==> src/rtl/cheri_cap_pkg.sv <==
// Shared constants, FSM encoding and beat address helper for the capability memory sequencer.
package cheri_cap_pkg;

    localparam int unsigned CAP_W         = 129;
    localparam int unsigned WORD_W        = 32;
    localparam int unsigned CAP_BYTES     = 16;
    localparam int unsigned BEATS_PER_CAP = 4;
    localparam int unsigned BEAT_W        = $clog2(BEATS_PER_CAP);
    localparam int unsigned CAP_OFS_W     = $clog2(CAP_BYTES);

    typedef enum logic [1:0] {
        ST_IDLE = 2'd0,
        ST_BEAT = 2'd1,
        ST_RESP = 2'd2
    } seq_state_t;

    // Word-aligned byte address of one beat; cap beats stay inside their 16-byte granule.
    function automatic logic [31:0] beat_addr(input logic [31:2] addr_w,
                                              input logic        cap,
                                              input logic [1:0]  beat);
        beat_addr = cap ? {addr_w[31:4], beat, 2'b00} : {addr_w, 2'b00};
    endfunction

endpackage

==> src/rtl/cap_tag_ram.sv <==
// Per-granule CHERI validity tag store: async clear, combinational read, synchronous write.
module cap_tag_ram #(
    parameter int unsigned ENTRIES = 64,
    parameter int unsigned IDX_W   = $clog2(ENTRIES)
) (
    input  logic             clk,
    input  logic             rst_n,
    input  logic             we,
    input  logic [IDX_W-1:0] idx,
    input  logic             din,
    output logic             rd_c
);

    logic [ENTRIES-1:0] tags;

    // Tag bits: cleared on reset, single-bit write per cycle.
    always_ff @(posedge clk or negedge rst_n) begin
        if (!rst_n) begin
            tags <= '0;
        end else if (we) begin
            tags[idx] <= din;
        end
    end

    assign rd_c = tags[idx];

endmodule

==> src/rtl/cap_mem_sequencer.sv <==
// Load/store sequencer between the MEM-stage request port and a 32-bit-word data memory.
// A capability access is split into four word beats, a word access is a single beat,
// and the validity tag lives in cap_tag_ram (one bit per 16-byte granule).
// Optional build macro CAP_ALIGN_CHECK_EN: misaligned requests return resp_err without
// touching memory; without it the offending low address bits are ignored.
module cap_mem_sequencer
    import cheri_cap_pkg::*;
#(
    parameter int unsigned TAG_ENTRIES = 64
) (
    input  logic              clk,
    input  logic              rst_n,
    input  logic              req_valid,
    output logic              req_ready,
    input  logic              req_write,
    input  logic              req_cap,
    input  logic [31:0]       req_addr,
    input  logic [CAP_W-1:0]  req_wdata,
    output logic              resp_valid,
    output logic [CAP_W-1:0]  resp_rdata,
    output logic              resp_err,
    output logic              mem_read,
    output logic              mem_write,
    output logic [31:0]       mem_addr,
    output logic [CAP_W-1:0]  mem_wd,
    input  logic [CAP_W-1:0]  mem_rd
);

    localparam int unsigned IDX_W  = $clog2(TAG_ENTRIES);
    localparam int unsigned PAD_W  = CAP_W - WORD_W;
    localparam int unsigned DATA_W = CAP_W - 1;
    localparam logic [BEAT_W-1:0] LAST_BEAT = BEAT_W'(BEATS_PER_CAP - 1);

`ifdef CAP_ALIGN_CHECK_EN
    localparam logic ALIGN_CHECK = 1'b1;
`else
    localparam logic ALIGN_CHECK = 1'b0;
`endif

    seq_state_t          state;
    logic [BEAT_W-1:0]   beat;
    logic [31:2]         r_addr;
    logic [CAP_W-1:0]    r_wdata;
    logic                r_write;
    logic                r_cap;
    logic [DATA_W-1:0]   data;

    logic [BEAT_W-1:0]   nxt_beat_c;
    logic                last_c;
    logic                misalign_c;
    logic [DATA_W-1:0]   asm_c;
    logic [IDX_W-1:0]    gran_c;
    logic                tag_we_c;
    logic                tag_din_c;
    logic                tag_rd_c;
    logic                unused_mem_rd;

    assign unused_mem_rd = &{1'b0, mem_rd[CAP_W-1:WORD_W]};

    assign nxt_beat_c = beat + BEAT_W'(1);
    assign last_c     = ~r_cap | (beat == LAST_BEAT);
    assign misalign_c = ALIGN_CHECK & (req_cap ? (req_addr[3:0] != 4'd0)
                                               : (req_addr[1:0] != 2'd0));
    assign gran_c     = r_addr[CAP_OFS_W +: IDX_W];
    assign tag_we_c   = (state == ST_BEAT) & last_c & r_write;
    assign tag_din_c  = r_cap & r_wdata[CAP_W-1];

    // Load data with the word returned by the current beat merged in.
    always_comb begin
        asm_c = data;
        asm_c[{beat, 5'b00000} +: WORD_W] = mem_rd[WORD_W-1:0];
    end

    cap_tag_ram #(
        .ENTRIES (TAG_ENTRIES),
        .IDX_W   (IDX_W)
    ) u_tag_ram (
        .clk   (clk),
        .rst_n (rst_n),
        .we    (tag_we_c),
        .idx   (gran_c),
        .din   (tag_din_c),
        .rd_c  (tag_rd_c)
    );

    // Sequencer FSM: accept in IDLE, one memory beat per cycle, one-cycle response pulse.
    always_ff @(posedge clk or negedge rst_n) begin
        if (!rst_n) begin
            state      <= ST_IDLE;
            beat       <= '0;
            r_addr     <= '0;
            r_wdata    <= '0;
            r_write    <= 1'b0;
            r_cap      <= 1'b0;
            data       <= '0;
            req_ready  <= 1'b1;
            resp_valid <= 1'b0;
            resp_rdata <= '0;
            resp_err   <= 1'b0;
            mem_read   <= 1'b0;
            mem_write  <= 1'b0;
            mem_addr   <= '0;
            mem_wd     <= '0;
        end else begin
            resp_valid <= 1'b0;
            resp_err   <= 1'b0;
            case (state)
                ST_IDLE: begin
                    if (req_valid) begin
                        r_addr    <= req_addr[31:2];
                        r_wdata   <= req_wdata;
                        r_write   <= req_write;
                        r_cap     <= req_cap;
                        beat      <= '0;
                        req_ready <= 1'b0;
                        if (misalign_c) begin
                            state      <= ST_RESP;
                            resp_valid <= 1'b1;
                            resp_err   <= 1'b1;
                            resp_rdata <= '0;
                        end else begin
                            state     <= ST_BEAT;
                            mem_read  <= ~req_write;
                            mem_write <= req_write;
                            mem_addr  <= beat_addr(req_addr[31:2], req_cap, 2'd0);
                            mem_wd    <= req_write ? {{PAD_W{1'b0}}, req_wdata[WORD_W-1:0]} : '0;
                        end
                    end
                end
                ST_BEAT: begin
                    if (!r_write) begin
                        data <= asm_c;
                    end
                    if (last_c) begin
                        state      <= ST_RESP;
                        mem_read   <= 1'b0;
                        mem_write  <= 1'b0;
                        mem_addr   <= '0;
                        mem_wd     <= '0;
                        resp_valid <= 1'b1;
                        if (r_write) begin
                            resp_rdata <= '0;
                        end else if (r_cap) begin
                            resp_rdata <= {tag_rd_c, asm_c};
                        end else begin
                            resp_rdata <= {{PAD_W{1'b0}}, asm_c[WORD_W-1:0]};
                        end
                    end else begin
                        beat     <= nxt_beat_c;
                        mem_addr <= beat_addr(r_addr, r_cap, nxt_beat_c);
                        mem_wd   <= r_write ? {{PAD_W{1'b0}}, r_wdata[{nxt_beat_c, 5'b00000} +: WORD_W]}
                                            : '0;
                    end
                end
                ST_RESP: begin
                    state     <= ST_IDLE;
                    req_ready <= 1'b1;
                end
                default: begin
                    state     <= ST_IDLE;
                    req_ready <= 1'b1;
                end
            endcase
        end
    end

endmodule

==> config.mk <==
export PLATFORM = sky130hd
export DESIGN_NAME = cap_mem_sequencer
export DESIGN_NICKNAME = d
export VERILOG_FILES = /design/src/rtl/cheri_cap_pkg.sv /design/src/rtl/cap_tag_ram.sv /design/src/rtl/cap_mem_sequencer.sv
export SDC_FILE = /design/constraint.sdc
export NUM_CORES = 1
export LEC_CHECK = 0
export CORE_AREA = 2 2 231 233
export CTS_CLUSTER_DIAMETER = 150
export DETAILED_ROUTE_END_ITERATION = 7
export DIE_AREA = 0 0 233 235
export GPL_TIMING_DRIVEN = 0
export PLACE_DENSITY = 0.76
export SYNTH_ARGS = -nofsm -noshare
export SYNTH_HDL_FRONTEND = slang
export SYNTH_SLANG_ARGS = --single-unit
export TNS_END_PERCENT = 1
==> constraint.sdc <==
create_clock -name clk -period 2.95 [get_ports clk]
set_clock_uncertainty 0.15 [all_clocks]
set_input_delay 0.885 -clock clk [delete_from_list [all_inputs] [get_ports clk]]
set_output_delay 0.885 -clock clk [all_outputs]
set_load 0.005 [all_outputs]
==> key figures <==
STA
  • Fin. max-slew vios: 0
  • RSZ-0062 raised after global routing: true
  • Hold Fails Final Rpt: 0
  • Max frequency: 346 MHz
  • Min Hold Slack: around 0.031 ns
  • Minimum clock period: 2.89 ns
  • Final period util: 0.980
  • Least-Margin Pin Slew: between 1 and 1.5 ns
  • Setup-failing EPs final: 0
  • Final WS setup: 0.0597 ns
  • Slew Limit Headroom: 0.235

Synth
  • Largest family of logic cells by synthesized area: multiplexers
  • Commonest cells post-synth: 549 x dfrtp_1, 262 x a21oi_1, 257 x nand2_1
  • Mapped Cells: 2228
  • Ys async rst share: 1.00
  • Synth Area in Compound Gates: 0.125
  • Number of synthesized flops with an enable pin: 0
  • Synthesized area per cell: 10.9 sq um
  • Mux contribution to synthesized area: 0.137
  • Synth Flop Type: dfrtp_1
  • XOR/XNOR Fraction of Synth Area: 0
  • FF+latch count, synth: 550
  • Syn. warnings: 0
  • Synthesized-area fraction occupied by adder cells: 0.00308
  • Synth top area cells: dfrtp_1 56%, mux2_2 10%, a21oi_1 5.4%, o21ai_0 4.0%, nand2_1 4.0%
  • Most common cell in the synthesized netlist: dfrtp_1
  • Sequential area share after synthesis: 0.565
  • Post-synth cell types: 55
  • Post-Syn Area: 24400 sq um
  • Simple-gate portion of the synthesized area: 0.111
  • Synth top area share: 0.564
  • Dominant cell type by area after synthesis: dfrtp_1

Global routing
  • Grt met2 use: 0.424
  • Initial antenna violation count: 10
  • GRT Resource Usage Total: 0.276
  • Global-route wire length before repair: 116000 microns
  • Most crowded layer after global routing: met2
  • Met1 usage: 0.385
  • Met3 usage: 0.0705
  • Total gr overflow: 0
  • Vias in the first global route: 19523
  • Pin count of the biggest net entering global routing: 122

Floorplanning
  • Row cnt: between 80 and 90
  • Die Y: 235 microns
  • Die X: ~230 microns
  • Core Region: 52200 sq um
  • # IOs: 590
  • Initial Utilization: 0.466
  • Die ar.: 54800 sq um

Detailed routing
  • Wire per inst: roughly 21 microns
  • Drt first-iter violations: approximately 1500
  • Via/cell ratio: 5.48
  • Drt total wl: 75500 microns
  • Post-route DRC violation count: 0
  • TritonRoute pass-1 iters: 5
  • Via count: approximately 19000
  • Antenna viol nets, final: 0

Finish
  • Post-route insts no fill: 3520
  • Layout cells sized above 1: 0.184
  • P&R area growth vs syn: 30.6%
  • Post-layout util: 0.609
  • Number of nets in the finished design: 3082

Worst setup path
  • Type of the worst setup path: reg2reg
  • Crit path max fanout: 10
  • Data required, critical path: around 3.3 ns
  • Critical path endpoint category: flip-flop
  • Worst EP arrival: approximately 3.2 ns
  • Type of origin of the critical path: flip-flop

Clock tree
  • Deepest clock path buffer count: 3
  • CTS tree: built
  • Clock transition at path regs: 0.06 ns
  • CTS Sinks: between 500 and 600
  • Root Buffer: clkbuf_16
  • H-tree levels: 2
  • Inserted Clock Buffers: 57
  • Worst skew pair latency: 0.62 ns
  • Hold buffer count at cts: 0

Job
  • Maxcap violations: 0

Place
  • Routability cong.: around 0.9
  • IO buf count: 390
  • Place WS: -0.446 ns
  • Final HPWL DP: 56000 microns
  • Placed insts: around 3400

Power
  • Max IR drop VDD: 590 uV
  • Power Dens Cells: 1010 nW/um^2
  • Cell leakage power: 13.6 nW

Min path
  • Hold Path Class: in2async

Outcome
  • Status: finished clean
critical path: stages, from the launching register on:
cell      delay [ns]
dfrtp_1         0.43
buf_4           0.22
inv_1           0.26
ha_1            0.29
clkbuf_4        0.21
nor2b_1         0.16
and3_1          0.20
clkbuf_4        0.22
nor2b_4         0.18
a21oi_1         0.29
a21oi_1         0.12
where the power goes:
group	internal (mW)	switching, mW	total [mW]
logic	5.59	6.73	12.3
registers	10.3	1.66	12.0
clock network	4.88	3.02	7.90
total	20.8	11.4	32.2
layout by cell type, fill, tap and decap left out, types with 32 or more instances in the layout:
cell type	synthesis	routed
dfrtp_1	549	549
conb_1	1	100
nor2b_1	138	137
clkbuf_16	0	59
a21oi_1	262	262
nand2_1	257	257
a22oi_1	70	64
nor2_1	149	149
mux2_2	219	219
clkbuf_1	104	112
mux4_2	32	32
o21ai_0	193	193
clkdlybuf4s50_1	0	389
buf_2	40	33
buf_4	100	104
final timing paths:
check / startpoint / to / slack (ns) / cells past startpoint
setup / recovery: beat[0] / data[34] / 0.06 / 10
hold / removal: rst_n / r_wdata[39] / 0.03 / 1
setup reg to reg: beat[0] / data[34] / 0.06 / 10
hold reg to reg: resp_rdata[94] / resp_rdata[94] / 0.33 / 2
max in group asynchronous: rst_n / data[79] / 0.74 / 4
min in group clk: resp_rdata[94] / resp_rdata[94] / 0.33 / 2
state kept, by name, indices dropped and copies added (netlist names):
| register | count |
|---|---|
| r_wdata | 129 |
| resp_rdata | 129 |
| data | 128 |
| u_tag_ram.tags | 64 |
| mem_wd | 32 |
| mem_addr | 30 |
| r_addr | 28 |
| beat | 2 |
| state | 2 |
| mem_read | 1 |
| mem_write | 1 |
| r_cap | 1 |
| r_write | 1 |
| req_ready | 1 |
| resp_valid | 1 |
metrics by stage:
step	total power [mW]	cell area (sq um)	setup TNS, ns
finish	32.2	31800	0
global route	34.0	31800	-0.809
CTS	32.2	31800	-0.0294
detailed placement	24.1	29600	-99.09
global placement	23.6	29500	-
floorplan	19.0	24700	0
routing by layer:
metal,share of wire,wire length (microns)
met1,0.43,32200
met2,0.46,34700
met3,0.085,6430
met4,0.028,2140
met5,0.00072,54
kinds of logic (layout without fill, tap and decap cells):
| logic type | after synthesis | in the layout |
|---|---|---|
| compound gates | 557 | 557 |
| buf+inv | 262 | 764 |
| fa+ha+maj | 6 | 6 |
| simple gates | 586 | 586 |
| flops | 550 | 550 |
| mux | 266 | 266 |
| other cells | 1 | 103 |
what timing repair did:
action                                  4_1_cts  5_1_grt
endpoints found under the setup margin      224      166
setup buffers                                 1        0
pin swaps                                     1        0
gates resized for setup                      12       12
cell type report:
cell class	instances	area (sq um)
fillers	4113	20400
flip-flops and latches	550	13800
multi-input cells	1515	9590
repair buffers	396	4050
clock buffers	86	1720
plain buffers	254	1420
well taps	688	861
clock inverters	21	364
inverters	7	27.5
diodes	3	7.51
Power figures use the tool's default switching activity.
